### src/rtl/prog_loader_pkg.sv
// Shared types and constants for the boot-time program loader.
package prog_loader_pkg;

  localparam int PROG_ADDR_W = 20;
  localparam int PROG_DATA_W = 128;
  localparam int HDR_BYTES   = 6;
  localparam int WORD_BYTES  = 16;

  typedef enum logic [2:0] {
    IDLE,
    HDR,
    DATA,
    WRITE,
    CHECK,
    DONE,
    ERR
  } state_e;

  // States in which a stalled host link counts towards the timeout.
  function automatic logic is_timed(input state_e s);
    return (s == HDR) || (s == DATA) || (s == CHECK);
  endfunction

endpackage

### src/rtl/prog_word_packer.sv
// Assembles 16 consecutive bytes into one 128-bit word, byte k in bits [8k+7:8k].
// word_o already contains the byte offered this cycle, so the caller can
// capture a complete word on the same edge that accepts its last byte.
module prog_word_packer
  import prog_loader_pkg::*;
(
  input  logic                   clk,
  input  logic                   rst_n,
  input  logic                   clr,
  input  logic                   byte_en,
  input  logic [7:0]             byte_data,
  output logic [PROG_DATA_W-1:0] word_o,
  output logic                   word_full
);

  localparam int IDX_W = $clog2(WORD_BYTES);

  logic [IDX_W-1:0]       idx_q, idx_d;
  logic [PROG_DATA_W-1:0] word_q, word_d;

  // Merge the incoming byte at the current index and advance the index.
  always_comb begin
    idx_d  = idx_q;
    word_d = word_q;
    if (clr) begin
      idx_d  = '0;
      word_d = '0;
    end else if (byte_en) begin
      word_d[{idx_q, 3'b000} +: 8] = byte_data;
      idx_d                        = idx_q + 1'b1;
    end
  end

  assign word_o    = word_d;
  assign word_full = byte_en && (idx_q == IDX_W'(WORD_BYTES - 1));

  // Byte index and partial word registers.
  always_ff @(posedge clk) begin
    if (!rst_n) begin
      idx_q  <= '0;
      word_q <= '0;
    end else begin
      idx_q  <= idx_d;
      word_q <= word_d;
    end
  end

endmodule

### src/rtl/prog_loader_ctrl.sv
// Framed byte-stream program loader: sync, 6-byte header, N x 16 data bytes,
// XOR checksum. Drives the 128-bit program-write port and holds the CPU in
// reset until a frame has loaded with a good checksum.
module prog_loader_ctrl
  import prog_loader_pkg::*;
#(
  parameter int unsigned TIMEOUT_CYCLES = 1_000_000,
  parameter logic [7:0]  SYNC_BYTE      = 8'hA5
) (
  input  logic                   pll_core_cpuclk,
  input  logic                   pad_cpu_rst_b,
  input  logic                   byte_valid,
  input  logic [7:0]             byte_data,
  output logic                   byte_ready,
  output logic                   prog_wen,
  output logic [PROG_ADDR_W-1:0] prog_waddr,
  output logic [PROG_DATA_W-1:0] prog_wdata,
  output logic                   cpu_hold,
  output logic                   load_done,
  output logic                   load_err
);

  localparam int             TMO_W    = $clog2(TIMEOUT_CYCLES + 1);
  localparam logic [TMO_W-1:0] TMO_LAST = TMO_W'(TIMEOUT_CYCLES - 1);

  state_e                 state_q, state_d;
  logic [2:0]             hdr_idx_q, hdr_idx_d;
  logic [PROG_ADDR_W-1:0] addr_q, addr_d;
  logic [PROG_ADDR_W-1:0] n_q, n_d;
  logic [PROG_ADDR_W-1:0] wcnt_q, wcnt_d;
  logic [7:0]             xor_q, xor_d;
  logic [TMO_W-1:0]       tmo_q, tmo_d;
  logic                   ready_q, ready_d;
  logic                   wen_q, wen_d;
  logic [PROG_ADDR_W-1:0] waddr_q, waddr_d;
  logic [PROG_DATA_W-1:0] wdata_q, wdata_d;
  logic                   hold_q, hold_d;
  logic                   done_q, done_d;
  logic                   err_q, err_d;

  logic                   acc;
  logic                   pk_clr, pk_en, pk_full;
  logic [PROG_DATA_W-1:0] pk_word;

  assign acc = byte_valid && ready_q;

  prog_word_packer u_packer (
    .clk       (pll_core_cpuclk),
    .rst_n     (pad_cpu_rst_b),
    .clr       (pk_clr),
    .byte_en   (pk_en),
    .byte_data (byte_data),
    .word_o    (pk_word),
    .word_full (pk_full)
  );

  // Next-state, datapath and registered-output computation for the loader FSM.
  always_comb begin
    state_d   = state_q;
    hdr_idx_d = hdr_idx_q;
    addr_d    = addr_q;
    n_d       = n_q;
    wcnt_d    = wcnt_q;
    xor_d     = xor_q;
    waddr_d   = waddr_q;
    wdata_d   = wdata_q;
    pk_clr    = 1'b0;
    pk_en     = 1'b0;

    unique case (state_q)
      IDLE, ERR: begin
        if (acc && byte_data == SYNC_BYTE) begin
          state_d   = HDR;
          hdr_idx_d = '0;
          addr_d    = '0;
          n_d       = '0;
          wcnt_d    = '0;
          xor_d     = '0;
          pk_clr    = 1'b1;
        end
      end
      HDR: begin
        if (acc) begin
          xor_d     = xor_q ^ byte_data;
          hdr_idx_d = hdr_idx_q + 1'b1;
          case (hdr_idx_q)
            3'd0:    addr_d[7:0]   = byte_data;
            3'd1:    addr_d[15:8]  = byte_data;
            3'd2:    addr_d[19:16] = byte_data[3:0];
            3'd3:    n_d[7:0]      = byte_data;
            3'd4:    n_d[15:8]     = byte_data;
            default: n_d[19:16]    = byte_data[3:0];
          endcase
          if (hdr_idx_q == 3'(HDR_BYTES - 1))
            state_d = (n_d == '0) ? CHECK : DATA;
        end
      end
      DATA: begin
        if (acc) begin
          xor_d = xor_q ^ byte_data;
          pk_en = 1'b1;
          if (pk_full) begin
            state_d = WRITE;
            waddr_d = addr_q;
            wdata_d = pk_word;
          end
        end
      end
      WRITE: begin
        addr_d  = addr_q + 1'b1;
        wcnt_d  = wcnt_q + 1'b1;
        state_d = (wcnt_d == n_q) ? CHECK : DATA;
      end
      CHECK: begin
        if (acc) state_d = (byte_data == xor_q) ? DONE : ERR;
      end
      default: ;
    endcase

    // Idle timer only runs while a frame is in flight; an expiry overrides
    // any transition (ready is already low in that cycle).
    tmo_d = '0;
    if (is_timed(state_q) && !acc) begin
      if (tmo_q == TMO_LAST) state_d = ERR;
      else                   tmo_d   = tmo_q + 1'b1;
    end

    ready_d = (state_d != WRITE) && !(is_timed(state_d) && tmo_d == TMO_LAST);
    wen_d   = (state_d == WRITE);
    hold_d  = (state_d != DONE);
    done_d  = (state_d == DONE);
    err_d   = (state_d == ERR);
  end

  // Single register bank for FSM state, counters and outputs.
  always_ff @(posedge pll_core_cpuclk) begin
    if (!pad_cpu_rst_b) begin
      state_q   <= IDLE;
      hdr_idx_q <= '0;
      addr_q    <= '0;
      n_q       <= '0;
      wcnt_q    <= '0;
      xor_q     <= '0;
      tmo_q     <= '0;
      ready_q   <= 1'b1;
      wen_q     <= 1'b0;
      waddr_q   <= '0;
      wdata_q   <= '0;
      hold_q    <= 1'b1;
      done_q    <= 1'b0;
      err_q     <= 1'b0;
    end else begin
      state_q   <= state_d;
      hdr_idx_q <= hdr_idx_d;
      addr_q    <= addr_d;
      n_q       <= n_d;
      wcnt_q    <= wcnt_d;
      xor_q     <= xor_d;
      tmo_q     <= tmo_d;
      ready_q   <= ready_d;
      wen_q     <= wen_d;
      waddr_q   <= waddr_d;
      wdata_q   <= wdata_d;
      hold_q    <= hold_d;
      done_q    <= done_d;
      err_q     <= err_d;
    end
  end

  assign byte_ready = ready_q;
  assign prog_wen   = wen_q;
  assign prog_waddr = waddr_q;
  assign prog_wdata = wdata_q;
  assign cpu_hold   = hold_q;
  assign load_done  = done_q;
  assign load_err   = err_q;

endmodule

### config.mk
export PLATFORM = sky130hd
export DESIGN_NAME = prog_loader_ctrl
export DESIGN_NICKNAME = d
export VERILOG_FILES = /design/src/rtl/prog_loader_pkg.sv /design/src/rtl/prog_word_packer.sv /design/src/rtl/prog_loader_ctrl.sv
export SDC_FILE = /design/constraint.sdc
export NUM_CORES = 1
export LEC_CHECK = 0
export ABC_AREA = 1
export BUFFER_PORTS_ARGS = -buffer_cell sky130_fd_sc_hd__buf_4
export CORE_MARGIN = 2
export CORE_UTILIZATION = 53
export CTS_BUF_LIST = sky130_fd_sc_hd__clkbuf_16
export DETAILED_ROUTE_END_ITERATION = 8
export HOLD_SLACK_MARGIN = 0.05
export PLACE_DENSITY = 0.82
export SETUP_SLACK_MARGIN = 0.05
export SYNTH_ARGS = -nofsm -noshare
export SYNTH_HDL_FRONTEND = slang
export SYNTH_SLANG_ARGS = --single-unit
### constraint.sdc
create_clock -name pll_core_cpuclk -period 3.7 [get_ports pll_core_cpuclk]
set_input_delay 0.74 -clock pll_core_cpuclk [delete_from_list [all_inputs] [get_ports pll_core_cpuclk]]
set_output_delay 0.74 -clock pll_core_cpuclk [all_outputs]
set_load 0.02 [all_outputs]
==> reports/metrics.yaml, run 1 <==
outcome:
  status: "finished clean"
pwr:
  power_density_nw_per_um2: 421.9
  p_leak_nw: 7.921
  ir_worst_vdd_v: 0.0003401
clock_tree:
  cts-root-buf: "clkbuf_16"
  clock_path_buffers: 3
  clk_pin_slew_ps: 60
  post_cts_buffers: 0
  cts_resized: 0
  clock-sinks: 379
  clk_latency_ps: 540
  cts_tree: "yes"
  cts_buffers: 39
  cts_max_level: 2
  hold_buffers: 0
synth:
  synth_area_um2: 16650
  synth_nets: 2326
  ys_seq_area_frac: 0.4557
  synth_top_family_by_area: "simple AND/OR/NAND/NOR gates"
  synth.top_cell.area_share: 0.4557
  synth-compound-area-share: 0.2074
  synth_cells: 2303
  ys_warn_count: 0
  synthXorXnorAreaFrac: 0.008192
  synthMuxAreaShare: 0
  synth_area_leaders: "dfxtp_1, nand2_1, o21ai_0, a21oi_1, nor2_1"
  synth_top_area_cell: "dfxtp_1"
  syn-mean-instance-area_um2: 7.229
  synth_fa_ha_area_frac: 0.009018
  synth_edf_count: 0
  ys_ff_latch: 379
  synth.distinct_cells: 49
  async_reset_ff_frac: 0
  synth_ff_type: "dfxtp_1"
  synthSimpleGateAreaFrac: 0.2388
drt:
  viasPerCell: 5.729
  wl_per_cell_um: 17.13
  first_pass_iters: 6
  wirelength_um: 48560
  postRouteAntennaNets: 0
  drtIter0Drc: 1599
  drcViolationCount: 0
  vias: 16240
grt:
  grt_start_max_net_pins: 145
  antenna_found_initial: 0
  grt_pass1_vias: 15220
  grt-ovfl-total: 0
  grt_pass1_wl_um: 77110
  track_usage: 0.2869
floorplanning:
  die-area_um2: 32850
  core_area_um2: 30750
  ios: 164
  die_x_um: 181.2
  fp-row-count: 64
  die_height_um: 181.2
  initial_core_util: 0.5414
timing:
  drv_slew: 0
  period_share: 0.8902
  skew_ps: 11.37
  min_period_ps: 3294
  worstMarginPinSlew_ps: 909.8
  hold_violations: 0
  finalSetupViolations: 0
  finalSetupTns_ps: 0
  slew_headroom: 0.3934
  fmax_mhz: 303.6
  rsz0062_at_grt: "no"
  hold_ws_ps: 448.4
setup_path:
  arrival_ps: 3700
  crit_type: "register to register"
  cp_max_fo: 20
  cp-start-kind: "register"
  cp.required_ps: 4110
  critPathCaptureType: "register"
cells_and_area:
  area_growth_pct: 16.38
  drive_above_1_share: 0.1328
  diodes: 0
  final_cell_area_um2: 19370
  final_nets: 2432
flow_run:
  maxCapViolCount: 0
place:
  portBuffers: 163
  dp_hpwl_um: 32060
  place_congestion: 0.9816
  place_area_um2: 18100
hold_path:
  holdCritPathClass: "register to register"
power breakdown:
part	internal [mW]	total [mW]	leakage, nW	switching (mW)
Clock	2.26	3.94	0.654	1.68
Sequential	4.08	4.08	3.05	0.00126
Combinational	0.0257	0.153	4.22	0.127
Total	6.36	8.17	7.92	1.81
worst max-delay path, stage by stage, from the launching register on:
cell	delay [ps]
dfxtp_1	760
inv_1	200
ha_1	260
or2_2	320
nand2_4	110
inv_2	150
nor2_1	120
inv_1	80
nor2_1	620
o21ai_0	240
o211ai_1	190
a21oi_1	100
sequential cells by signal (all words and copies together) (netlist names):
| register | cells |
|---|---|
| prog_wdata | 128 |
| u_packer.word_q | 128 |
| addr_q | 20 |
| n_q | 20 |
| prog_waddr | 20 |
| tmo_q | 20 |
| wcnt_q | 20 |
| xor_q | 8 |
| u_packer.idx_q | 4 |
| hdr_idx_q | 3 |
| state_q | 3 |
| byte_ready | 1 |
| cpu_hold | 1 |
| load_done | 1 |
| load_err | 1 |
| prog_wen | 1 |
logic make-up (layout without fill, tap and decap cells):
family	count (synthesis)	after routing
flip-flops	379	379
XOR/XNOR	14	14
adder cells (fa/ha/maj)	12	12
AO/OA/AOI/OAI	633	633
AND/OR/NAND/NOR	919	919
buffers and inverters	346	482
Yosys cell counts (7+ instances only):
| cell type | instances |
|---|---|
| nand2_1 | 381 |
| clkbuf_1 | 84 |
| clkinv_1 | 7 |
| a21oi_1 | 259 |
| nor3_1 | 32 |
| nor4_1 | 9 |
| nor2_2 | 13 |
| xor2_1 | 11 |
| nand4_1 | 32 |
| nand2_2 | 9 |
| o211ai_1 | 68 |
| dfxtp_1 | 379 |
| nand3_1 | 104 |
| o21ai_0 | 262 |
| buf_2 | 39 |
| inv_1 | 198 |
| nor2_4 | 7 |
| nor2_1 | 302 |
| inv_2 | 16 |
| or2_2 | 11 |
| a31oi_1 | 9 |
| ha_1 | 12 |
cells in the final DEF, fill, tap and decap left out, types with 11 or more instances in the layout:
master and instances:
nand2_1 381, o21ai_0 262, xor2_1 11, o211ai_1 68, inv_1 206, nor2_1 301
inv_2 14, buf_4 187, clkinv_1 11, nand3_1 104, nor2_2 14, nor3_1 32
clkbuf_16 40, or2_2 11, dfxtp_1 379, ha_1 12, nand4_1 32, a21oi_1 259
final timing paths:
path,slack [ps],endpoint,cells past startpoint,from
worst max-delay path,410,prog_wdata[111],11,u_packer.idx_q[0]
worst min-delay path,450,tmo_q[0],1,tmo_q[0]
worst max register to register,410,prog_wdata[111],11,u_packer.idx_q[0]
worst min register to register,450,tmo_q[0],1,tmo_q[0]
through the flow:
step	total power [mW]	setup slack, ps	cells	util
floorplan	4.251	1319	2303	-
global placement	4.321	755.9	2764	0.5887
CTS	8.195	562.3	2835	0.6301
detailed placement	4.321	562.4	2764	0.5887
finish	8.174	406.3	2835	0.6301
global route	8.364	209.0	2835	0.6301
layout make-up:
class | instances | area, um^2
clock buffers | 40 | 1001
clock inverters | 31 | 271.5
fillers | 2649 | 11370
inverters | 221 | 839.6
multi-input cells | 1578 | 7716
flip-flops and latches | 379 | 7587
well taps | 396 | 495.5
repair buffers | 190 | 1464
metal layers:
metal,global-route usage,wire length [um]
met1,0.3714,19620
met2,0.4592,21990
met3,0.05543,4698
met4,0.1418,2249
met5,0,0
(Power assumes the default switching activity.)
==> inputs of run 2 (changes only) <==
--- a/config.mk
+++ b/config.mk
@@ -5,7 +5,6 @@
 export SDC_FILE = /design/constraint.sdc
 export NUM_CORES = 1
 export LEC_CHECK = 0
-export ABC_AREA = 1
 export BUFFER_PORTS_ARGS = -buffer_cell sky130_fd_sc_hd__buf_4
 export CORE_MARGIN = 2
 export CORE_UTILIZATION = 53
==> run 2 against run 1 <==
Against the previous run:
- clock power down 5%
- area after synthesis grew 3.3%
- via count decreased by 8.5%
- largest cell class unchanged
- largest power group unchanged
==> reports/metrics.yaml, run 2 <==
floorplanning:
  initial_core_util: 0.5422  # +0.0008260
  die_height_um: 184.1  # +1.6%
  die_x_um: 184.1  # +1.6%
  core_area_um2: 31720  # +3.1%
  fp-row-count: 65  # +1.6%
  ios: 164  # unchanged
  die-area_um2: 33910  # +3.2%
timing:
  skew_ps: 15.58  # +4.205 ps
  rsz0062_at_grt: "no"
  period_share: 0.8331  # -0.05708
  slew_headroom: 0.2318  # -0.1617
  hold_violations: 0  # unchanged
  finalSetupTns_ps: 0  # unchanged
  min_period_ps: 3082  # -211.2 ps
  drv_slew: 0  # unchanged
  finalSetupViolations: 0  # unchanged
  worstMarginPinSlew_ps: 1142  # +232.0 ps
  fmax_mhz: 324.4  # +6.9%
  hold_ws_ps: 464.2  # +15.74 ps
cells_and_area:
  drive_above_1_share: 0.1227  # -0.01011
  area_growth_pct: 15.47
  final_cell_mix: "dfxtp_1, nand2_1, buf_4, nor2_1, a21boi_0"
  layout_commonest_cell: "dfxtp_1"
  final_nets: 2147  # -12%
  diodes: 0  # unchanged
clock_tree:
  clock_path_buffers: 3  # unchanged
  cts_max_level: 2  # unchanged
  cts_tree: "yes"
  post_cts_buffers: 0  # unchanged
  clk_latency_ps: 530  # about the same
  cts_resized: 0  # unchanged
  clk_pin_slew_ps: 60  # about the same
  clock-sinks: 379  # unchanged
  hold_buffers: 0  # unchanged
  cts-root-buf: "clkbuf_16"
  cts_buffers: 39  # unchanged
synth:
  synthSimpleGateAreaFrac: 0.2710  # +0.03222
  ys_seq_area_frac: 0.4411  # -0.01459
  syn-mean-instance-area_um2: 8.418  # +16%
  synth_top_family_by_area: "simple AND/OR/NAND/NOR gates"
  async_reset_ff_frac: 0  # unchanged
  synth_most_common_cell: "dfxtp_1"
  synth_ff_type: "dfxtp_1"
  synth.distinct_cells: 66  # +35%
  ys_warn_count: 0  # unchanged
  synth_fa_ha_area_frac: 0.008730  # -0.0002887
  synth_cells: 2043  # -11%
  ys_ff_latch: 379  # unchanged
  synth-compound-area-share: 0.1456  # -0.06178
  synth_area_um2: 17200  # +3.3%
  synthTopCellsByCount: "dfxtp_1, nand2_1, nor2_1, clkbuf_1, a21boi_0"
  synth.top_cell.area_share: 0.4411  # -0.01459
  synth_nets: 2066  # -11%
  synth_area_leaders: "dfxtp_1, nand2_1, mux2i_1, a21boi_0, and2_1"
  synth_edf_count: 0  # unchanged
  synth_top_area_cell: "dfxtp_1"
  synthMuxAreaShare: 0.06576  # +0.06576
  synthXorXnorAreaFrac: 0.03092  # +0.02273
grt:
  grt_pass1_wl_um: 70720  # -8.3%
  grt_start_max_net_pins: 171  # +18%
  grt-ovfl-total: 0  # unchanged
  antenna_found_initial: 0  # unchanged
  grt_pass1_vias: 13790  # -9.4%
  track_usage: 0.2545  # -0.03237
drt:
  wl_per_cell_um: 17.42  # +1.7%
  first_pass_iters: 6  # unchanged
  wirelength_um: 44460  # -8.4%
  drcViolationCount: 0  # unchanged
  viasPerCell: 5.823  # +1.6%
  drtIter0Drc: 1439  # -10%
  postRouteAntennaNets: 0  # unchanged
  vias: 14870  # -8.5%
pwr:
  ir_worst_vdd_v: 0.0003183  # -6.4%
  power_density_nw_per_um2: 401.9  # -4.7%
  p_leak_nw: 7.604  # -4.0%
  total_power_mw: 7.981  # -2.4%
setup_path:
  crit_type: "register to register"
  cp.required_ps: 4150  # +40 ps
  critPathCaptureType: "register"
  cp_max_fo: 16  # -20%
  rrSetupSlack_ps: 620  # +210 ps
  cp-start-kind: "register"
  arrival_ps: 3530  # -170 ps
place:
  portBuffers: 163  # unchanged
  place_congestion: 0.8889  # -9.4%
  dp_hpwl_um: 29240  # -8.8%
hold_path:
  holdCritPathClass: "register to register"
flow_run:
  maxCapViolCount: 0  # unchanged
outcome:
  status: "finished clean"
[run 2: path summary, 6_finish.rpt]
path,depth (start not counted),startpoint,to
setup / recovery,10,u_packer.idx_q[0],prog_wdata[90]
hold / removal,2,prog_wdata[80],prog_wdata[80]
setup reg to reg,10,u_packer.idx_q[0],prog_wdata[90]
hold reg to reg,2,prog_wdata[80],prog_wdata[80]
[run 2: cells by family (layout without fill, tap and decap cells)]
group,Yosys count,after routing
xor+xnor,59,59
compound gates,378,378
mux,113,113
flops,379,379
simple gates,934,934
buf+inv,168,276
fa+ha+maj,12,12
[run 2: cell type report]
type | count | area, um^2
well taps | 402 | 503.0
clock buffers | 41 | 1026
flip-flops and latches | 379 | 7587
clock inverters | 27 | 183.9
multi-input cells | 1496 | 8995
fillers | 2571 | 11860
inverters | 17 | 63.81
repair buffers | 191 | 1500
[run 2: stage by stage]
step	utilization	area [um^2]	cells	setup slack, ps
after floorplan	-	17200	2043	658.6
after global placement	0.5880	18650	2485	411.1
after detailed placement	0.5880	18650	2485	325.0
after CTS	0.6261	19860	2553	647.7
after global routing	0.6261	19860	2553	346.9
final	0.6261	19860	2553	617.5
[run 2: worst max-delay path, stage by stage (launching register included)]
cell and delay, ps:
dfxtp_1 670, inv_1 130, ha_1 280, xor2_1 150, buf_4 200, nor3_1 350
and3_1 570, mux2i_1 170, nor2_1 200, nand2_1 90, a21boi_0 180
[run 2: where the power goes]
| group | switching [mW] | total [mW] | leakage, nW | internal [mW] |
|---|---|---|---|---|
| Clock | 1.61 | 3.75 | 0.627 | 2.14 |
| Combinational | 0.104 | 0.153 | 3.93 | 0.0492 |
| Sequential | 0.000309 | 4.08 | 3.05 | 4.08 |
| Total | 1.71 | 7.98 | 7.60 | 6.27 |
[run 2: layer usage]
metal  vias to the layer above  GRT usage  part of all wire
met3                        90    0.03952             0.074
met2                       575     0.4245              0.47
met4                         0    0.07872             0.025
met5                         -          0                 0
met1                      7013     0.3398              0.43
li1                       7188          -                 -
